[src/rtl/keyboard_pkg.sv]
// Shared definitions for the keyboard-to-registerfile character path:
// writer state encoding, registerfile address range and the backspace code.
package keyboard_pkg;

  typedef enum logic [1:0] {
    ST_IDLE  = 2'd0,
    ST_WRITE = 2'd1,
    ST_FETCH = 2'd2,
    ST_CLEAR = 2'd3
  } state_e;

  localparam int         WORD_BYTES     = 8;
  localparam logic [7:0] BACKSPACE_CODE = 8'h08;
  localparam logic [4:0] FIRST_ADDR     = 5'd1;
  localparam logic [4:0] LAST_ADDR      = 5'd31;
  localparam logic [2:0] LAST_LANE      = 3'd7;

endpackage

[src/rtl/byte_lane_update.sv]
// Combinational byte-lane replacement: returns word_i with lane lane_i set to
// value_i. Lane 0 is bits [7:0]. Used for inserting a character and for erasing
// one (value 0).
module byte_lane_update
  import keyboard_pkg::*;
(
  input  logic [WORD_BYTES*8-1:0] word_i,
  input  logic [2:0]              lane_i,
  input  logic [7:0]              value_i,
  output logic [WORD_BYTES*8-1:0] word_o
);

  logic [5:0] shift_s;

  assign shift_s = {lane_i, 3'b000};
  assign word_o  = (word_i & ~(64'h0000_0000_0000_00FF << shift_s))
                 | ({56'd0, value_i} << shift_s);

endmodule

[src/rtl/character_buffer_writer.sv]
// Packs decoded keyboard bytes eight per 64-bit word into registerfile entries
// 1..31, rewriting the current word after every accepted byte. Handles
// backspace (refetching the previous word across a word boundary) and a bulk
// clear sweep that zeroes every writable entry.
module character_buffer_writer
  import keyboard_pkg::*;
(
  input  logic        clock,
  input  logic        reset,
  input  logic [7:0]  char_in,
  input  logic        char_valid,
  output logic        char_ready,
  input  logic        clear,
  output logic [63:0] data_out,
  output logic [4:0]  address,
  output logic        write,
  output logic [4:0]  select_b,
  input  logic [63:0] rf_out_b,
  output logic [4:0]  cursor_addr,
  output logic [2:0]  cursor_byte,
  output logic        full,
  output logic        overflow
);

  state_e      state_q;
  logic [63:0] word_q;
  logic [4:0]  cur_addr_q;
  logic [2:0]  cur_byte_q;
  logic        full_q;
  logic        overflow_q;
  logic        write_q;
  logic [63:0] data_out_q;
  logic [4:0]  address_q;
  logic [4:0]  select_b_q;
  logic        advance_q;

  logic        is_bs_s;
  logic [2:0]  lane_s;
  logic [7:0]  value_s;
  logic [63:0] lane_word_s;
  logic [63:0] fetched_s;

  assign is_bs_s   = (char_in == BACKSPACE_CODE);
  // The refetched word loses its last character, which sits in lane 7.
  assign fetched_s = {8'd0, rf_out_b[55:0]};

  // Pick the lane to modify: insert at the cursor, erase the slot before it
  // (or the cursor slot itself when the buffer is full and the cursor held).
  always_comb begin
    lane_s  = cur_byte_q;
    value_s = char_in;
    if (is_bs_s) begin
      value_s = 8'd0;
      if (full_q) begin
        lane_s = cur_byte_q;
      end else begin
        lane_s = cur_byte_q - 3'd1;
      end
    end else begin
      lane_s  = cur_byte_q;
      value_s = char_in;
    end
  end

  byte_lane_update u_lane (
    .word_i  (word_q),
    .lane_i  (lane_s),
    .value_i (value_s),
    .word_o  (lane_word_s)
  );

  // Writer FSM: all outputs registered; write pulses for exactly the cycles
  // spent in WRITE and CLEAR.
  always_ff @(posedge clock or negedge reset) begin
    if (!reset) begin
      state_q    <= ST_IDLE;
      word_q     <= 64'd0;
      cur_addr_q <= FIRST_ADDR;
      cur_byte_q <= 3'd0;
      full_q     <= 1'b0;
      overflow_q <= 1'b0;
      write_q    <= 1'b0;
      data_out_q <= 64'd0;
      address_q  <= FIRST_ADDR;
      select_b_q <= 5'd0;
      advance_q  <= 1'b0;
    end else begin
      write_q    <= 1'b0;
      overflow_q <= 1'b0;
      case (state_q)
        ST_IDLE: begin
          if (clear) begin
            state_q    <= ST_CLEAR;
            write_q    <= 1'b1;
            address_q  <= FIRST_ADDR;
            data_out_q <= 64'd0;
          end else if (char_valid) begin
            if (!is_bs_s) begin
              if (full_q) begin
                overflow_q <= 1'b1;
              end else begin
                word_q     <= lane_word_s;
                data_out_q <= lane_word_s;
                address_q  <= cur_addr_q;
                write_q    <= 1'b1;
                advance_q  <= 1'b1;
                state_q    <= ST_WRITE;
              end
            end else if (full_q || (cur_byte_q != 3'd0)) begin
              // Erase within the current word; a full buffer keeps its cursor.
              if (!full_q) begin
                cur_byte_q <= cur_byte_q - 3'd1;
              end
              full_q     <= 1'b0;
              word_q     <= lane_word_s;
              data_out_q <= lane_word_s;
              address_q  <= cur_addr_q;
              write_q    <= 1'b1;
              advance_q  <= 1'b0;
              state_q    <= ST_WRITE;
            end else if (cur_addr_q > FIRST_ADDR) begin
              select_b_q <= cur_addr_q - 5'd1;
              state_q    <= ST_FETCH;
            end else begin
              state_q <= ST_IDLE;
            end
          end else begin
            state_q <= ST_IDLE;
          end
        end
        ST_WRITE: begin
          if (advance_q) begin
            if (cur_byte_q != LAST_LANE) begin
              cur_byte_q <= cur_byte_q + 3'd1;
            end else if (cur_addr_q != LAST_ADDR) begin
              cur_addr_q <= cur_addr_q + 5'd1;
              cur_byte_q <= 3'd0;
              word_q     <= 64'd0;
            end else begin
              full_q <= 1'b1;
            end
          end
          advance_q <= 1'b0;
          state_q   <= ST_IDLE;
        end
        ST_FETCH: begin
          word_q     <= fetched_s;
          data_out_q <= fetched_s;
          address_q  <= cur_addr_q - 5'd1;
          cur_addr_q <= cur_addr_q - 5'd1;
          cur_byte_q <= LAST_LANE;
          advance_q  <= 1'b0;
          write_q    <= 1'b1;
          state_q    <= ST_WRITE;
        end
        ST_CLEAR: begin
          if (address_q == LAST_ADDR) begin
            word_q     <= 64'd0;
            cur_addr_q <= FIRST_ADDR;
            cur_byte_q <= 3'd0;
            full_q     <= 1'b0;
            state_q    <= ST_IDLE;
          end else begin
            address_q <= address_q + 5'd1;
            write_q   <= 1'b1;
          end
        end
        default: begin
          state_q <= ST_IDLE;
        end
      endcase
    end
  end

  assign char_ready  = (state_q == ST_IDLE);
  assign data_out    = data_out_q;
  assign address     = address_q;
  assign write       = write_q;
  assign select_b    = select_b_q;
  assign cursor_addr = cur_addr_q;
  assign cursor_byte = cur_byte_q;
  assign full        = full_q;
  assign overflow    = overflow_q;

endmodule

[config.mk]
export PLATFORM = sky130hd
export DESIGN_NAME = character_buffer_writer
export DESIGN_NICKNAME = d
export VERILOG_FILES = /design/src/rtl/keyboard_pkg.sv /design/src/rtl/byte_lane_update.sv /design/src/rtl/character_buffer_writer.sv
export SDC_FILE = /design/constraint.sdc
export NUM_CORES = 1
export LEC_CHECK = 0
export ABC_AREA = 1
export BUFFER_PORTS_ARGS = -buffer_cell sky130_fd_sc_hd__buf_2
export CAP_MARGIN = 30
export CORE_ASPECT_RATIO = 0.9
export CORE_MARGIN = 3
export CORE_UTILIZATION = 54
export CTS_BUF_LIST = sky130_fd_sc_hd__clkbuf_16
export DETAILED_ROUTE_END_ITERATION = 8
export GPL_TIMING_DRIVEN = 0
export PLACE_DENSITY = 0.82
export SYNTH_ARGS = -nofsm -noshare
export SYNTH_HDL_FRONTEND = slang
export SYNTH_SLANG_ARGS = --single-unit
[constraint.sdc]
create_clock -name clock -period 2.6 [get_ports clock]
set_input_delay 0.13 -clock clock [delete_from_list [all_inputs] [get_ports clock]]
set_output_delay 0.13 -clock clock [all_outputs]
set_load 0.1 [all_outputs]
## After elaboration in Yosys (flattened, before gate mapping)

Index checks and enable logic that the tools add are counted.

| storage, ports and cells | value |
|---|---|
| bits in registers | 152 |
| input bits | 76 |
| output and inout port bits | 86 |
| logic and storage cells | 136 |

| cells by class | value |
|---|---|
| add/sub/neg operators | 5 |
| order comparisons | 1 |
| equal/unequal tests | 24 |
| shifts and indexed selects | 2 |
| muxes and demuxes | 70 |
| bitwise logic cells | 5 |
| reduce and logical (&&, ||, !) cells | 18 |

Operators with widths:

| operator | count |
|---|---|
| $mux 64 | 10 |
| $pmux 64 s4 | 1 |
| $pmux 64 s2 | 1 |
| $and 64x64->64 | 1 |
| $not 64->64 | 1 |
| $or 64x64->64 | 1 |
| $shl 8x6->64 | 1 |
| $shl 8x6->64 const A | 1 |
| $mux 5 | 10 |
| $mux 3 | 10 |
| $pmux 5 s3 | 2 |
| $mux 1 | 23 |
| $ne 2x2->1 const B | 8 |
| $reduce_and 5->1 | 3 |
| $mux 2 | 7 |
| $pmux 3 s4 | 1 |
| $reduce_bool 3->1 | 4 |
| $add 5x1->5 const B | 2 |
| $ne 3x2->1 const B | 3 |
| $reduce_and 9->1 | 1 |
| $eq 8x4->1 const B | 1 |
| $mux 8 | 1 |
| $ne 4x3->1 const B | 2 |
| $pmux 2 s4 | 1 |
| 23 further kinds | 29 |

## Depth between registers and ports, before layout

Gate-level depths: netlist of run 1.

| logic depth | value |
|---|---|
| depth in word-level cells | 12 |
| depth in mapped cells | 15 |
| depth with buffers taken out | 14 |

## Cells and area by module

From an unflattened synthesis of run 1, not the netlist that was laid out.

| second synthesis, totals | value |
|---|---|
| cells, all modules | 1267 |
| area total of the unflattened synthesis | 9112.5 µm² |

Modules (own cells, without submodules):

| module | instances | cells each | area each (µm²) | seq. area each (µm²) |
|---|---|---|---|---|
| character_buffer_writer | 1 | 1039 | 8071.5 | 3806.2 |
| byte_lane_update | 1 | 228 | 1041.0 | 0.0 |

## Least setup slack after synthesis of run 1

Ideal clock, no wire load.

| timing | value |
|---|---|
| kind | reg2reg |
| from | register state_q[0] |
| to | register data_out_q[44] (netlist: data_out[44]) |
| library setup time | 0.083 ns |
| arrival | 2.700 ns |
| required time | 2.517 ns |
| path slack | -0.183 ns |
| stages on the path, launching flop included | 15 |
| path buffers | 2 |
| clock period less this slack | 2.783 ns |
| cells stage by stage | dfrtp_1 > inv_1 > ha_1 > inv_1 > nor2_4 > nand2_1 > o21ai_0 > inv_2 > nand2_2 > buf_6 > buf_6 > nand2_1 > o21ai_0 > inv_1 > o21ai_0 |

| between the ends | value |
|---|---|
| longest elaborated chain between the ends | 3 |
| elaborated cells between the ends (all ways) | 8 |
| classes of those cells | eq/ne (4); mux (1); reduce/logical (3) |

RTL lines:

| item | line | source |
|---|---|---|
| start, declared | character_buffer_writer.sv:25 | `state_e state_q;` |
| start signal, assigned | character_buffer_writer.sv:76 | `state_q <= ST_IDLE;` |
| start signal, assigned | character_buffer_writer.sv:93 | `state_q <= ST_CLEAR;` |
| start signal, assigned | character_buffer_writer.sv:107 | `state_q <= ST_WRITE;` |
| $logic_not 2->1 * | -- |  |
| net char_ready | character_buffer_writer.sv:12 | `output logic char_ready,` |
| $ne 4x3->1 (no line), or another cell as far along | -- |  |
| $reduce_and 4->1 (no line) | -- |  |
| end signal, assigned | character_buffer_writer.sv:103 | `data_out_q <= lane_word_s;` |
| end signal, assigned | character_buffer_writer.sv:116 | `data_out_q <= lane_word_s;` |
| end signal, assigned | character_buffer_writer.sv:148 | `data_out_q <= fetched_s;` |
| end, declared | character_buffer_writer.sv:32 | `logic [63:0] data_out_q;` |

The timed path passes the listed nets; every way through them passes the cells marked *.
A chain may end at the register's enable or synchronous reset.

## Worst setup path after layout of run 1

| timing | value |
|---|---|
| from | register state_q[0] |
| to | register data_out_q[24] (netlist: data_out[24]) |

| between the ends | value |
|---|---|
| longest elaborated chain between the ends | 3 |
| elaborated cells between the ends (all ways) | 8 |
| classes of those cells | eq/ne (4); mux (1); reduce/logical (3) |

RTL lines:

| item | line | source |
|---|---|---|
| $logic_not 2->1 / $eq 2x2->1 (equally long branches) | character_buffer_writer.sv:90 | `case (state_q)` |
| $ne 4x3->1 (no line), or another cell as far along | -- |  |
| $reduce_and 4->1 (no line) | -- |  |

Parallel ways exist; a longest one is shown, timed or not.

==> results of run 1 <==
==> layout make-up <==
class / instances / area [um2]
Fill cell: 1370 / 5330
Multi-Input combinational cell: 915 / 4410
Sequential cell: 152 / 3810
Timing Repair Buffer: 172 / 985
Inverter: 138 / 518
Buffer: 71 / 430
Clock buffer: 17 / 425
Tap cell: 207 / 259
Clock inverter: 14 / 183
==> worst paths after layout <==
kind / start / endpoint / cells past startpoint
max: state_q[0] / data_out[24] / 9
min: rf_out_b[13] / data_out[13] / 3
max reg2reg: state_q[0] / data_out[24] / 9
min reg2reg: data_out[63] / data_out[63] / 2
max in group asynchronous: reset / address[0] / 3
min in group asynchronous: reset / data_out[46] / 2
==> critical path, cell delays in order, from the launching register on <==
cell and delay [ns]:
dfrtp_1 0.42, inv_1 0.13, ha_1 0.17, clkbuf_2 0.30
clkbuf_1 0.43, clkbuf_1 0.50, nand2_1 0.15, o21ai_1 0.18
inv_1 0.07, nand2_1 0.07
==> timing repair <==
action                                  4_1_cts  5_1_grt
gates resized for setup                       2        4
endpoints found under the setup margin       54       23
hold buffers                                 19        0
endpoints found under the hold margin       106        0
setup buffers                                 0        0
==> cell families (layout without fill, tap and decap cells) <==
family          count (synthesis)  in the layout  share of synthesized area, %
simple gates                  637            637                          30.4
compound gates                260            260                          15.4
buf+inv                       209            412                          10.3
flops                         152            152                          41.6
fa+ha+maj                      15             15                          2.05
xor+xnor                        3              3                         0.287
==> routing by layer <==
metal,vias to the layer above,wire (um),track usage (%)
li1,4549,-,-
met1,4512,12100,44.1
met2,552,13200,49.1
met3,92,3200,7.31
met4,0,978,11.7
met5,-,0,0
==> state kept, by name (all words and copies together) (netlist names) <==
name	cells
word_q	64
state_q	2
data_out	64
cursor_addr	5
full	1
address	5
overflow	1
advance_q	1
cursor_byte	3
write	1
select_b	5
==> metrics by stage <==
stage | setup slack [ns] | hold slack, ns | util, %
floorplan | 0.0606 | -0.166 | -
global placement | -1.20 | 0.401 | 62.2
detailed placement | -0.246 | 0.266 | 62.4
CTS | 0.0986 | 0.00437 | 67.3
global route | -0.0111 | 0.0164 | 67.4
finish | 0.119 | 0.00134 | 67.4
==> placed cells by master (no fill, tap or decap), drive strengths merged, types with 15 or more instances in the layout <==
cell | Yosys | layout
a21oi | 56 | 56
buf | 44 | 196
clkbuf | 27 | 45
dfrtp | 150 | 150
dlygate4sd3 | 0 | 19
ha | 15 | 15
inv | 138 | 138
nand2 | 422 | 422
nand3 | 126 | 126
nand4 | 19 | 19
nor2 | 62 | 62
o211ai | 32 | 32
o21ai | 162 | 162
==> results.yml, run 1 <==
synth:
  synth_seq_cells: 152
  ys_types: 36
  synth.most_common_cell: "nand2_1"
  synth_commonest_cells: "408 x nand2_1, 150 x dfrtp_1, 130 x inv_1, 119 x nand3_1, 93 x o21ai_0"
  ys_seq_area_share_pct: 41.6
  ys_warn_count: 0
  synthCells: 1276
  netlist_area_um2: 9150
  ys_async_sr_fraction_pct: 100
  synth_ff_type: "dfrtp_1"
  synth-edff-count: 0
  syn-num-nets: 1367
  synthTopCellsByArea: "dfrtp_1 41%, nand2_1 17%, nand3_1 6.5%"
  synth_area_per_cell_um2: 7.17
  yosysTopAreaCell: "dfrtp_1"
  synth_top_area_share_pct: 41.0
critical_path:
  r2r_setup_slack_ns: 0.12
  start_kind: "register"
  cp_data_arrival_time_ns: 2.85
  end_kind: "register"
  cp.required_ns: 2.97
  critPathKind: "register to register"
  path_max_fanout: 10
sta:
  skew_ns: 0.0106
  hold_viol: 0
  tightest_slew_ns: 0.838
  fmax_mhz: 403
  rsz0062_at_grt: "yes"
  final.min_clock_period_ns: 2.48
  drv_slew: 0
  slew-limit-headroom_pct: 44.1
  tns_ns: 0
  period_share_pct: 95.4
  setup_viol: 0
cts:
  root_buffer: "clkbuf_16"
  cts_sinks: 152
  clk_path_buf_depth: 2
  clkLatencyLatePin_ns: 0.44
  cts_max_level: 4
  cts_tree: "built"
  cts_buffers: 17
  clk_pin_slew_ns: 0.06
global_routing:
  grt_pass1_vias: 9096
  grtUsageTotal_pct: 31.8
  grt_overflow: 0
  grt_max_degree: 90
  grt_pass1_wl_um: 46500
  antenna_found_initial: 0
die:
  rows: 44
  die_height_um: 129
  fp.dieArea_um2: 18500
  die_x_um: 143
  start_util_pct: 56.0
  io_pins: 162
  coreArea_um2: 16400
place:
  port_buffers: 152
  globalplace.congestion: 0.939
  dpl.hpwl_um: 20600
  placedCellCount: 1636
  place_area_um2: 10200
routing:
  routed_wl_um: 29400
  drtIter0Drc: 1083
  drtAntennaViolNets: 0
  drc: 0
  wl_per_cell_um: 17.5
  dr.pass1.iters: 6
  num_vias: 9705
  via_per_inst: 5.76
final_layout:
  syn2layout_area_growth_pct: 20.4
  antennaDiodeCount: 0
  final_cell_count_no_fill: 1686
  nets: 1558
  layout-drive-gt1-share_pct: 18.7
  post-route-cell-area_um2: 11000
flow_run:
  maxCapViolations: 0
outcome:
  status: "completed"
hold_path:
  hold_path_class: "input pin to register"
Power of run 1 is not shown: default switching activity piles up to over one toggle a cycle in this logic, so the estimate is an artifact.
==> run 2, diff against run 1 <==
MAX_ROUTING_LAYER = met4   (was not set)
SYNTH_HIERARCHICAL = 1   (was not set)
==> run 2 against run 1 <==
  * Utilization is 0.96 points lower
  * Setup slack worse by 0.075 ns
  * Area after synthesis is 0.41% lower
  * Sequential cell count stayed put
  * Synthesized cell count is 0.71% lower
  * Non-clock buffer count is 15 higher
  * Maximum frequency is 2.9% lower
  * Clock-buffer cell count stayed put
  * Cell count is 1.2% lower
  * Critical endpoint is now word_q[13]
==> results.yml, run 2 <==
outcome:
  status: "completed"
cts:
  cts_sinks: 152
  clkLatencyLatePin_ns: 0.44
  cts_tree: "built"
  clk_pin_slew_ns: 0.06
  root_buffer: "clkbuf_16"
  cts_buffers: 17
  cts_max_level: 4
  clk_path_buf_depth: 2
critical_path:
  cp_data_arrival_time_ns: 2.88
  critPathKind: "register to register"
  start_kind: "register"
  cp.required_ns: 2.93
  path_max_fanout: 10
  end_kind: "register"
sta:
  hold_slack_ns: 0.0368
  slew-limit-headroom_pct: 41.3
  final.min_clock_period_ns: 2.56
  period_share_pct: 98.3
  setup_viol: 0
  rsz0062_at_grt: "no"
  skew_ns: 0.00968
  hold_viol: 0
  fmax_mhz: 391
  tightest_slew_ns: 0.881
  drv_slew: 0
synth:
  synth_commonest_cells: "526 x nand2_1, 150 x dfrtp_1, 109 x nand4_1, 77 x o21ai_1, 69 x o21ai_0"
  synthCells: 1267
  ys_types: 36
  synth-edff-count: 0
  synthTopCellsByArea: "dfrtp_1 41%, nand2_1 22%, nand4_1 7.5%"
  synth.most_common_cell: "nand2_1"
  synth_top_area_share_pct: 41.2
  ys_seq_area_share_pct: 41.8
  synth_ff_type: "dfrtp_1"
  netlist_area_um2: 9110
  ys_async_sr_fraction_pct: 100
  ys_warn_count: 6
  synth_seq_cells: 152
  syn-num-nets: 1358
  yosysTopAreaCell: "dfrtp_1"
  synth_area_per_cell_um2: 7.19
place:
  dpl.hpwl_um: 19700
  globalplace.congestion: 0.961
  port_buffers: 153
global_routing:
  grt_max_degree: 91
  grtUsageTotal_pct: 30.8
  antenna_found_initial: 3
  grt_pass1_vias: 8591
  grt_pass1_wl_um: 43700
  grt_overflow: 0
final_layout:
  finish.utilization_pct: 66.4
  nets: 1532
  fillers: 1417
  layout-drive-gt1-share_pct: 19.3
  seqCellArea_um2: 3810
  syn2layout_area_growth_pct: 19.2
  layout_common_cells: "524 x nand2_1, 188 x buf_2, 147 x dfrtp_1, 109 x nand4_1, 77 x o21ai_1"
  final_common_cell: "nand2_1"
  multiInputGateArea_um2: 4630
routing:
  drc: 0
  num_vias: 9498
  via_per_inst: 5.70
  drtAntennaViolNets: 0
  dr.pass1.iters: 6
  routed_wl_um: 27600
  wl_per_cell_um: 16.6
  drtIter0Drc: 1292
die:
  io_pins: 162
  rows: 44
  start_util_pct: 55.7
  fp.dieArea_um2: 18500
  die_x_um: 143
  coreArea_um2: 16400
  die_height_um: 129
flow_run:
  maxCapViolations: 0
hold_path:
  hold_path_class: "input pin to register"
run 2: final timing paths:
check,start,endpoint,slack (ns),cells past startpoint
worst min register to register,word_q[54],word_q[54],0.47,2
worst max register to register,state_q[0],word_q[13],0.04,7
min in group asynchronous,reset,address[1],0.30,2
worst min-delay path,rf_out_b[3],data_out[3],0.04,3
worst max-delay path,state_q[0],word_q[13],0.04,7
max in group asynchronous,reset,word_q[35],1.52,3
run 2: metal layers:
layer,GRT usage (%),vias to the layer above,share of wire (%)
met2,45.0,506,44
met4,10.4,0,2.8
li1,-,4555,-
met5,-,-,0
met3,6.75,72,9.9
met1,42.7,4365,43
run 2: kinds of logic (layout without fill, tap and decap cells):
kind of cell | count (synthesis) | after routing | synth area share [%]
AOI/OAI and AO/OA | 210 | 210 | 13.2
adders and majority gates | 15 | 15 | 2.06
xor gates and xnor gates | 5 | 5 | 0.481
other | 0 | 4 | 0
buffers and inverters | 157 | 344 | 7.91
DFF | 152 | 152 | 41.8
and+or+nand+nor | 728 | 728 | 34.6
run 2: worst max-delay path, cell delays in order (launching register included):
cell and delay, ns:
dfrtp_1 0.43, inv_1 0.12, ha_1 0.56, buf_2 0.42, clkbuf_1 0.48, o21ai_0 0.23, nand4_1 0.13, nand2_1 0.07
run 2: metrics by stage:
step	cells	cell area, um2	TNS (ns)	setup WS (ns)
final	1665	10900	0	0.0434
after global routing	1664	10900	0	0.000332
after CTS	1661	10800	-0.911	-0.0928
after detailed placement	1628	10200	-0.152	-0.0472
after global placement	1627	10100	-131.54	-1.15
after floorplan	1267	9120	0	0.0537
run 2: cell type report:
| type | instances | share of cell area (%) |
|---|---|---|
| multi-input cells | 958 | 42.6 |
| repair buffers | 156 | 7.52 |
| clock inverters | 15 | 1.70 |
| plain buffers | 102 | 4.81 |
| well taps | 207 | 2.38 |
| diodes | 4 | 0.0921 |
| flip-flops and latches | 152 | 35.1 |
| inverters | 54 | 1.89 |
| clock buffers | 17 | 3.92 |
run 2: what timing repair did:
item / in CTS / in global routing
pin swaps: 0 / 1
hold buffers: 1 / 0
endpoints found under the hold margin: 87 / 0
setup buffers: 0 / 1
setup endpoints to repair: 21 / 125
gates resized for setup: 0 / 21
Power of run 2 is left out for the same reason.
